$ cat src/rtl/wsg_pkg.sv
// wsg_pkg: shared types and register-map constants for the Namco WSG sound engine.
package wsg_pkg;

    typedef enum logic [1:0] {
        IDLE,
        FETCH,
        WAIT,
        ACC
    } wsg_state_t;

    localparam int NUM_VOICES = 3;
    localparam int PHASE_W    = 20;

    localparam logic [4:0] REG_WAVE     = 5'h05;
    localparam logic [4:0] REG_FREQ_LO  = 5'h10;
    localparam logic [4:0] REG_VOL      = 5'h15;
    localparam logic [4:0] VOICE_STRIDE = 5'd5;

    function automatic logic [4:0] voice_offset(input logic [1:0] v);
        return 5'(v) * VOICE_STRIDE;
    endfunction

endpackage

$ cat src/rtl/wsg_regfile.sv
// wsg_regfile: 32x4 WSG sound register file with a combinational per-voice view
// of wave select, volume and 20-bit frequency.
module wsg_regfile
    import wsg_pkg::*;
(
    input  logic               clk,
    input  logic               resetn,
    input  logic               we,
    input  logic [4:0]         addr,
    input  logic [3:0]         din,
    input  logic [1:0]         voice,
    output logic [3:0]         wave,
    output logic [3:0]         volume,
    output logic [PHASE_W-1:0] freq
);

    logic [3:0] regs [32];
    logic [4:0] off;

    always_ff @(posedge clk or negedge resetn) begin
        if (!resetn) begin
            for (int i = 0; i < 32; i++) begin
                regs[i] <= 4'h0;
            end
        end else if (we) begin
            regs[addr] <= din;
        end
    end

    // Only voice 0 owns a low frequency nibble (0x10); the other voices read it as zero.
    always_comb begin
        off    = voice_offset(voice);
        wave   = regs[REG_WAVE + off];
        volume = regs[REG_VOL + off];
        freq   = {regs[REG_FREQ_LO + off + 5'd4],
                  regs[REG_FREQ_LO + off + 5'd3],
                  regs[REG_FREQ_LO + off + 5'd2],
                  regs[REG_FREQ_LO + off + 5'd1],
                  (voice == 2'd0) ? regs[REG_FREQ_LO] : 4'h0};
    end

endmodule

$ cat src/rtl/wsg_sequencer.sv
// wsg_sequencer: time-slices three WSG voices over one wave PROM read and one
// multiply-accumulate path, producing a signed mixed sample every third slot.
module wsg_sequencer
    import wsg_pkg::*;
#(
    parameter int CLK_HZ  = 47828000,
    parameter int SLOT_HZ = 72000,
    parameter int OUT_W   = 10
) (
    input  logic                    clk,
    input  logic                    resetn,
    input  logic                    reg_we,
    input  logic [4:0]              reg_addr,
    input  logic [3:0]              reg_din,
    input  logic                    sound_en,
    output logic                    prom_rd,
    output logic [7:0]              prom_addr,
    output logic                    prom_sel,
    input  logic [3:0]              prom_data,
    output logic signed [OUT_W-1:0] sample,
    output logic                    sample_valid
);

    localparam int DIV   = CLK_HZ / SLOT_HZ - 1;
    localparam int CNT_W = $clog2(DIV + 1);

    if (DIV < 4) begin : g_div_check
        $error("wsg_sequencer: CLK_HZ/SLOT_HZ-1 must be at least 4");
    end
    if (OUT_W < 10) begin : g_width_check
        $error("wsg_sequencer: OUT_W must be at least 10");
    end

    wsg_state_t               state_q, state_d;
    logic [CNT_W-1:0]         div_cnt;
    logic                     tick;
    logic [1:0]               voice;
    logic [PHASE_W-1:0]       phase [NUM_VOICES];
    logic [3:0]               vol_l;
    logic [PHASE_W-1:0]       freq_l;
    logic signed [OUT_W-1:0]  acc;
    logic signed [4:0]        samp_s;
    logic signed [OUT_W-1:0]  term;
    logic signed [OUT_W-1:0]  acc_sum;
    logic                     slot_start;
    logic                     slot_acc;
    logic [3:0]               rf_wave;
    logic [3:0]               rf_volume;
    logic [PHASE_W-1:0]       rf_freq;

    wsg_regfile u_regfile (
        .clk    (clk),
        .resetn (resetn),
        .we     (reg_we),
        .addr   (reg_addr),
        .din    (reg_din),
        .voice  (voice),
        .wave   (rf_wave),
        .volume (rf_volume),
        .freq   (rf_freq)
    );

    assign tick = (div_cnt == CNT_W'(DIV));

    always_ff @(posedge clk or negedge resetn) begin
        if (!resetn) begin
            div_cnt <= '0;
        end else if (tick) begin
            div_cnt <= '0;
        end else begin
            div_cnt <= div_cnt + 1'b1;
        end
    end

    always_ff @(posedge clk or negedge resetn) begin
        if (!resetn) begin
            state_q <= IDLE;
        end else begin
            state_q <= state_d;
        end
    end

    always_comb begin
        state_d    = state_q;
        slot_start = 1'b0;
        slot_acc   = 1'b0;
        case (state_q)
            IDLE: begin
                if (tick) begin
                    state_d    = FETCH;
                    slot_start = 1'b1;
                end
            end
            FETCH:   state_d = WAIT;
            WAIT:    state_d = ACC;
            ACC: begin
                state_d  = IDLE;
                slot_acc = 1'b1;
            end
            default: state_d = IDLE;
        endcase
    end

    // PROM nibble is offset binary; recentre to -8..7 and weight by the 4-bit volume.
    assign samp_s  = $signed({1'b0, prom_data}) - 5'sd8;
    assign term    = OUT_W'($signed({1'b0, vol_l})) * OUT_W'(samp_s);
    assign acc_sum = acc + term;

    // Voice parameters are captured on the slot-start edge, so a write landing
    // during FETCH is only seen by that voice's next slot.
    always_ff @(posedge clk or negedge resetn) begin
        if (!resetn) begin
            prom_rd      <= 1'b0;
            prom_addr    <= '0;
            prom_sel     <= 1'b0;
            vol_l        <= '0;
            freq_l       <= '0;
            voice        <= 2'd0;
            acc          <= '0;
            sample       <= '0;
            sample_valid <= 1'b0;
            for (int i = 0; i < NUM_VOICES; i++) begin
                phase[i] <= '0;
            end
        end else begin
            prom_rd      <= 1'b0;
            sample_valid <= 1'b0;
            if (slot_start) begin
                prom_rd   <= 1'b1;
                prom_addr <= {rf_wave[2:0], phase[voice][17:13]};
                prom_sel  <= rf_wave[3];
                vol_l     <= rf_volume;
                freq_l    <= rf_freq;
            end
            if (slot_acc) begin
                phase[voice] <= phase[voice] + freq_l;
                if (voice == 2'(NUM_VOICES - 1)) begin
                    voice        <= 2'd0;
                    acc          <= '0;
                    sample       <= sound_en ? acc_sum : '0;
                    sample_valid <= 1'b1;
                end else begin
                    voice <= voice + 2'd1;
                    acc   <= acc_sum;
                end
            end
        end
    end

endmodule

$ cat config.mk
export PLATFORM = sky130hd
export DESIGN_NAME = wsg_sequencer
export DESIGN_NICKNAME = d
export VERILOG_FILES = /design/src/rtl/wsg_pkg.sv /design/src/rtl/wsg_regfile.sv /design/src/rtl/wsg_sequencer.sv
export SDC_FILE = /design/constraint.sdc
export NUM_CORES = 1
export LEC_CHECK = 0
export ABC_AREA = 0
export ABC_CLOCK_PERIOD_IN_PS = 5400
export CAP_MARGIN = 20
export CORE_AREA = 3 3 198 200
export DETAILED_ROUTE_END_ITERATION = 16
export DIE_AREA = 0 0 201 203
export HOLD_SLACK_MARGIN = 0.08
export PLACE_DENSITY_LB_ADDON = 0.05
export SLEW_MARGIN = 15
export SYNTH_ARGS = -nofsm -noshare
export SYNTH_HDL_FRONTEND = slang
export SYNTH_SLANG_ARGS = --single-unit
$ cat constraint.sdc
create_clock -name clk -period 5.4 [get_ports clk]
set_input_delay 0.54 -clock clk [delete_from_list [all_inputs] [get_ports clk]]
set_output_delay 0.54 -clock clk [all_outputs]
set_load 0.01 [all_outputs]
## Yosys cells after proc, flatten, opt, wreduce, memory -nomap -nowiden

Cells that the tools add are included.

- Add/sub/neg operators: 12
- Multipliers: 2
- Div/mod/pow operators: 0
- $lt $le $gt $ge: 10
- Equal/unequal tests: 6
- Shift operators: 0
- Multiplexer cells: 40
- Bitwise logic cells: 8
- Reduce and logical (&&, ||, !) cells: 5

Operators by type and width:

| operator | number |
|---|---|
| $bwmux 128 | 1 |
| $bmux 4 s5 | 6 |
| $bwmux 60 | 1 |
| $mux 20 | 3 |
| $mux 4 | 14 |
| $ge 6x6->1 const B | 7 |
| $not 5->6 | 7 |
| $bmux 20 s2 | 1 |
| $demux 20 s2 | 1 |
| $mux 10 | 3 |
| $add 20x20->20 | 1 |
| $demux 4 s5 | 1 |
| $add 10x1->10 const B | 1 |
| $add 10x10->10 | 1 |
| $add 5x2->5 const B | 2 |
| $add 5x5->5 const A | 2 |
| $eq 10x10->1 const B | 1 |
| $mul 5x5->10 | 1 |
| $pmux 2 s4 | 1 |
| $eq 2x2->1 const B | 3 |
| $lt 6x1->1 const B | 1 |
| $mux 1 | 6 |
| $add 3x5->5 const A | 1 |
| $add 5x1->5 const B | 1 |
| other kinds (13) | 16 |

- Flip-flop bits (word level): 257
- Latch bits: 0
- Bits in writable memories: 0
- Bits in read-only memories: 0
- Input port bits: 17
- Output and inout bits: 21
- Logic and storage cells: 129
- Memories: 0

## Longest topological paths before layout

- Depth in word-level cells: 7
- Gate-level depth with buffers: 17

## Modules after synthesis

From an unflattened synthesis, not the netlist that was laid out.

- Cell total of the unflattened synthesis: 1320
- Area total of the unflattened synthesis: 15635.0 sq um

Modules (own cells, without submodules):

| module | times used | cells an instance | area each (sq um) |
|---|---|---|---|
| wsg_regfile | 1 | 644 | 8887.3 |
| wsg_sequencer | 1 | 676 | 6747.7 |

## Worst setup path after synthesis

No wires, ideal clock.

- Path type: input port to flip-flop
- Start: input port prom_data[3]
- End: register sample[8]
- Library setup time: 0.129 ns
- Arrival: 4.415 ns
- Required time: 5.271 ns
- Setup slack: 0.856 ns
- Cell stages on the path: 16
- Buffers on the path: 1
- Cell sequence: clkbuf_1 > or2_2 > fa_1 > fa_1 > inv_1 > fa_1 > inv_1 > fa_1 > inv_1 > ha_1 > a21o_1 > a21oi_1 > o21bai_1 > a21oi_1 > xor2_1 > o31ai_1

- Cells in the longest elaborated chain, start to end: 4

RTL lines:

| what | line | source |
|---|---|---|
| start, declared | wsg_sequencer.sv:19 | `input logic [3:0] prom_data,` |
| $sub 4x4->5 | wsg_sequencer.sv:105 | `assign samp_s = $signed({1'b0, prom_data}) - 5'sd8;` |
| $mul 5x5->10 | wsg_sequencer.sv:106 | `assign term = OUT_W'($signed({1'b0, vol_l})) * OUT_W'(samp_s);` |
| $add 10x10->10 | wsg_sequencer.sv:107 | `assign acc_sum = acc + term;` |
| $mux 10 | wsg_sequencer.sv:140 | `sample <= sound_en ? acc_sum : '0;` |
| end signal, assigned | wsg_sequencer.sv:140 |  |
| end, declared | wsg_sequencer.sv:20 | `output logic signed [OUT_W-1:0] sample,` |

Every way passes these cells.
A chain may end at the register's enable or synchronous reset.

## Worst setup path after layout

- Start: input port prom_data[3]
- End: register acc[8]

- Cells in the longest elaborated chain, start to end: 4

RTL lines:

| what | line | source |
|---|---|---|
| $sub 4x4->5 | wsg_sequencer.sv:105 |  |
| $mul 5x5->10 | wsg_sequencer.sv:106 |  |
| $add 10x10->10 | wsg_sequencer.sv:107 |  |
| $mux 10 | wsg_sequencer.sv:137 | `if (voice == 2'(NUM_VOICES - 1)) begin` |
| end signal, assigned | wsg_sequencer.sv:144 | `acc <= acc_sum;` |
| end, declared | wsg_sequencer.sv:41 | `logic signed [OUT_W-1:0] acc;` |

Every way passes these cells.

==> Implementation_results.wiki <==
{| class="wikitable"
! Metric !! Value
|-
| Run status || completed
|-
| Proportion of netlist area held by the largest area contributor || 0.4177
|-
| Power per unit of standard cell area || 296.4 nW/um2
|-
| Compound-gate portion of the synthesized area || 0.07171
|-
| GRT Total Usage || 0.2035
|-
| Clock share of power || 0.397
|-
| Drt via density || 5.630
|-
| Unrepaired setup endpoints after global routing || false
|-
| Number of enable-type register cells in the synthesized netlist || 0
|-
| Number of I/O port buffers || 37
|-
| Starting Density || 0.3970
|-
| Resized cells post-CTS || 0
|-
| P&R area growth vs syn || 12.72%
|-
| Switching power summed over all nets || 0.001335 W
|-
| Worst min-delay path class || reg2reg
|-
| Row Count || 71
|-
| Avg Inst Size Synth || 12.22 um2
|-
| Nets || 1330
|-
| Hold worst-path end || div_cnt[0]
|-
| Number of levels the H-tree was split into || 1
|-
| Highest Clock Rate || 221.7 MHz
|-
| Layout fillers || 3509
|-
| I/O pin total || 38
|-
| Remaining Overflow, GRT || 0
|-
| Buffers from clock root to sink, at most || 3
|-
| Leakage || 7.171 nW
|-
| Antenna viol nets, final || 0
|-
| Number of hold-slack violations in the final timing report || 0
|-
| Horizontal die dimension || 201 um
|-
| Nature of the critical path endpoint || register
|-
| Inserted Clock Buffers || 29
|-
| Number of distinct library cells after synthesis || 50
|-
| Clock sink count || 249
|-
| Via count of the first global-routing pass || 10280
|-
| Pin count of the biggest net entering global routing || 127
|-
| Cell area after synthesis || 14920 um2
|-
| Synth area leader || dfrtp_1
|-
| Category of the most critical setup path || in2reg
|-
| Vias post-DR || 10020
|-
| Asr flop ratio synth || 1.000
|-
| Yosys Warn Count || 0
|-
| Predominant post-synthesis flop cell || dfrtp_1
|-
| Post-Route WL || 41.01 mm
|-
| Count of mapped cells out of synthesis || 1221
|-
| Maximum Capacitance Violations || 0
|-
| Post-detailed-route wirelength per cell || 23.05 um
|-
| Max rail drop VDD || 258.8 uV
|-
| Number of design-rule violations left by the first detailed-router iteration || 676
|-
| Share of total power consumed by net switching || 0.2677
|-
| Post-synthesis share of cell area spent on xor and xnor gates || 0.01703
|-
| Clock edge transition at the registers on the reported setup and hold paths || 0.06 ns
|-
| Proportion of synthesized area in mux cells || 0.3128
|-
| Antenna violations before repair || 0
|-
| TritonCTS clock tree || yes
|-
| Synthesized netlist net count || 1306
|-
| R2r worst-path depth || 15
|-
| Reg-to-reg endpoint || acc[8]
|-
| Power Internal || 0.003650 W
|-
| Source-to-sink clock delay at the later pin of the worst-skew pair || 0.58 ns
|-
| Required @ worst endpoint || 5.82 ns
|-
| Height of the die || 203 um
|-
| Portion of the clock cycle consumed by the worst path in the final layout || 0.8352
|-
| Post-synthesis simple-gate area fraction || 0.08588
|-
| Summed negative setup slack over all endpoints || 0 ns
|-
| R2r setup slk || 0.92 ns
|-
| Clk Tree Root Cell || clkbuf_16
|-
| Min-Delay Startpoint || div_cnt[0]
|-
| Clk_skew || 0.03079 ns
|-
| Crit path setup slack, layout || 0.8899 ns
|-
| Remaining design rule violation count || 0
|-
| Full die area || 40800 um2
|-
| Gp weighted congestion || 0.8404
|-
| Antenna Diode Count || 0
|-
| Worst reg2reg startpoint || vol_l[0]
|-
| Final setup violation count || 0
|-
| Final period demand of the worst path || 4.510 ns
|-
| Flop pwr share || 0.460
|-
| Worst setup timing slack at the placement stage || 0.3279 ns
|-
| Share of synthesized cell area in full adder, half adder and majority cells || 0.06458
|-
| Biggest fanout along the worst timing path || 9
|-
| Max-Slew Margin vs Limit || 0.2448
|-
| Global-route wire length before repair || 64.41 mm
|-
| Initial DRT Pass Iterations || 5
|-
| Worst Max-Slew Pin Slew || 1.130 ns
|-
| Arrival @ worst endpoint || 4.93 ns
|-
| Part of the total power dissipated in combinational logic || 0.143
|-
| Startpoint Class || input pin
|-
| Cells on Worst Hold Path || 1
|-
| Post-synthesis sequential area ratio || 0.4177
|-
| Area inside the core boundary || 37580 um2
|-
| Max-slew violation count || 0
|-
| Count of state elements after synthesis || 249
|-
| Layout cell share with drive strength beyond 1 || 0.2823
|-
| Dominant combinational cell family by area after synthesis || multiplexers
|-
| Leading cell types by total area after synthesis || dfrtp_1 42%, mux4_2 18%, mux2_2 12%, ha_1 4.4%, nand2_1 4.4%
|-
| HPWL Detailed || 28.99 mm
|}
==> flip-flops by register name, summed over array words and instances (netlist names), 4 cells and up <==
| name | count |
|---|---|
| u_regfile.regs | 128 |
| phase | 54 |
| freq_l | 18 |
| acc | 10 |
| div_cnt | 10 |
| sample | 10 |
| prom_addr | 8 |
| vol_l | 4 |
==> layout by cell type, fill, tap and decap left out, types with 3 or more instances in the layout <==
cell / netlist / final
dfrtp_1: 249 / 247
nand2_1: 174 / 174
mux2_2: 158 / 158
mux4_2: 118 / 118
o21ai_0: 82 / 82
ha_1: 53 / 51
nor2_1: 41 / 41
inv_1: 39 / 39
clkdlybuf4s50_1: 0 / 36
a21oi_1: 30 / 30
clkbuf_16: 0 / 29
a22oi_1: 24 / 24
mux2i_1: 23 / 23
buf_4: 6 / 19
xnor2_1: 16 / 16
fa_1: 15 / 15
nand3_1: 14 / 14
xor2_1: 13 / 13
and2_1: 12 / 12
nor2b_1: 11 / 11
o22ai_1: 11 / 11
clkbuf_8: 0 / 10
clkbuf_1: 36 / 8
o31ai_1: 7 / 7
nor3b_1: 6 / 6
nand2b_1: 5 / 5
or2_2: 4 / 4
and3_1: 4 / 4
nor4b_1: 4 / 4
nand3b_1: 4 / 4
nor3_1: 4 / 4
a211oi_1: 4 / 4
o21a_1: 4 / 4
clkinv_2: 0 / 4
a21o_1: 3 / 3
o21bai_1: 3 / 3
o2bb2ai_1: 3 / 3
buf_12: 0 / 3
==> worst max-delay path, stage by stage <==
cell             delay (ns)
clkdlybuf4s50_1        0.50
buf_4                  0.19
inv_1                  0.07
nand2_1                0.08
fa_1                   0.46
fa_1                   0.55
inv_1                  0.05
fa_1                   0.52
inv_1                  0.05
fa_1                   0.56
inv_1                  0.06
ha_1                   0.28
a21o_1                 0.19
a21oi_1                0.22
o21bai_1               0.09
a21oi_1                0.18
xor2_1                 0.25
o31ai_1                0.10
==> how the worst max path moves through the flow <==
| stage | start | end | slack [ns] | cells after the start |
|---|---|---|---|---|
| finish | prom_data[3] | acc[8] | 0.89 | 18 |
| global route | prom_data[3] | sample[8] | 0.61 | 18 |
| CTS | vol_l[0] | acc[8] | 0.90 | 15 |
| detailed placement | prom_data[3] | acc[8] | 0.33 | 18 |
| global placement | prom_data[3] | sample[8] | 0.35 | 16 |
| floorplan | prom_data[3] | sample[8] | 0.86 | 16 |
==> metrics by stage <==
stage               hold slack, ns    util  cells  cell area (um2)  total power (W)
detailed placement          0.4544  0.4217   1724            15850         0.003028
floorplan                   0.2444       -   1221            14920         0.002725
global placement            0.4557  0.4217   1724            15850         0.003019
global route                0.4989  0.4475   1779            16820         0.005192
finish                      0.4657  0.4475   1779            16820         0.004985
CTS                         0.4673  0.4475   1779            16820         0.005039
==> synth_stat cells, types with 5 or more instances <==
| master | number |
|---|---|
| buf_4 | 6 |
| nor2b_1 | 11 |
| nand3_1 | 14 |
| clkbuf_1 | 36 |
| buf_2 | 22 |
| a21oi_1 | 30 |
| a22oi_1 | 24 |
| o21ai_0 | 82 |
| and2_1 | 12 |
| mux2i_1 | 23 |
| xor2_1 | 13 |
| nor2_1 | 41 |
| fa_1 | 15 |
| o31ai_1 | 7 |
| xnor2_1 | 16 |
| inv_1 | 39 |
| nand2b_1 | 5 |
| nand2_1 | 174 |
| mux4_2 | 118 |
| nor3b_1 | 6 |
| o22ai_1 | 11 |
| mux2_2 | 158 |
| dfrtp_1 | 249 |
| ha_1 | 53 |
==> what timing repair did <==
item,CTS,global route
setup buffers,0,0
endpoints found under the setup margin,0,0
hold buffers,1,0
hold endpoints to repair,62,0
==> per-layer routing <==
layer	vias to the layer above	wire length [um]	global-route usage
met5	-	0	0
met2	205	19640	0.3351
met4	0	1011	0.04793
met1	5206	18720	0.2870
li1	4549	-	-
met3	55	1635	0.02950
==> power by group through the flow <==
stage	combinational, W	clock [W]	sequential (W)
6_report	0.000712	0.00198	0.00229
5_1_grt	0.000768	0.00211	0.00232
4_1_cts	0.000717	0.00204	0.00228
3_5_place_dp	0.000712	0	0.00232
3_3_place_gp	0.000709	0	0.00231
2_1_floorplan	0.000515	0	0.00221
==> cell type report <==
cell class | count | area [um2] | share of cell area
Multi-Input combinational cell | 865 | 8240 | 0.4900
Sequential cell | 249 | 6238 | 0.3710
Clock buffer | 47 | 893.4 | 0.05313
Tap cell | 511 | 639.4 | 0.03802
Timing Repair Buffer | 60 | 588.1 | 0.03497
Inverter | 40 | 150.1 | 0.008929
Clock inverter | 7 | 66.31 | 0.003943
==> cell families after synthesis <==
logic type / after synthesis
mux: 299
compound gates: 180
simple gates: 289
flops: 249
buf+inv: 107
xor+xnor: 29
fa+ha+maj: 68
(Power assumes the default switching activity.)
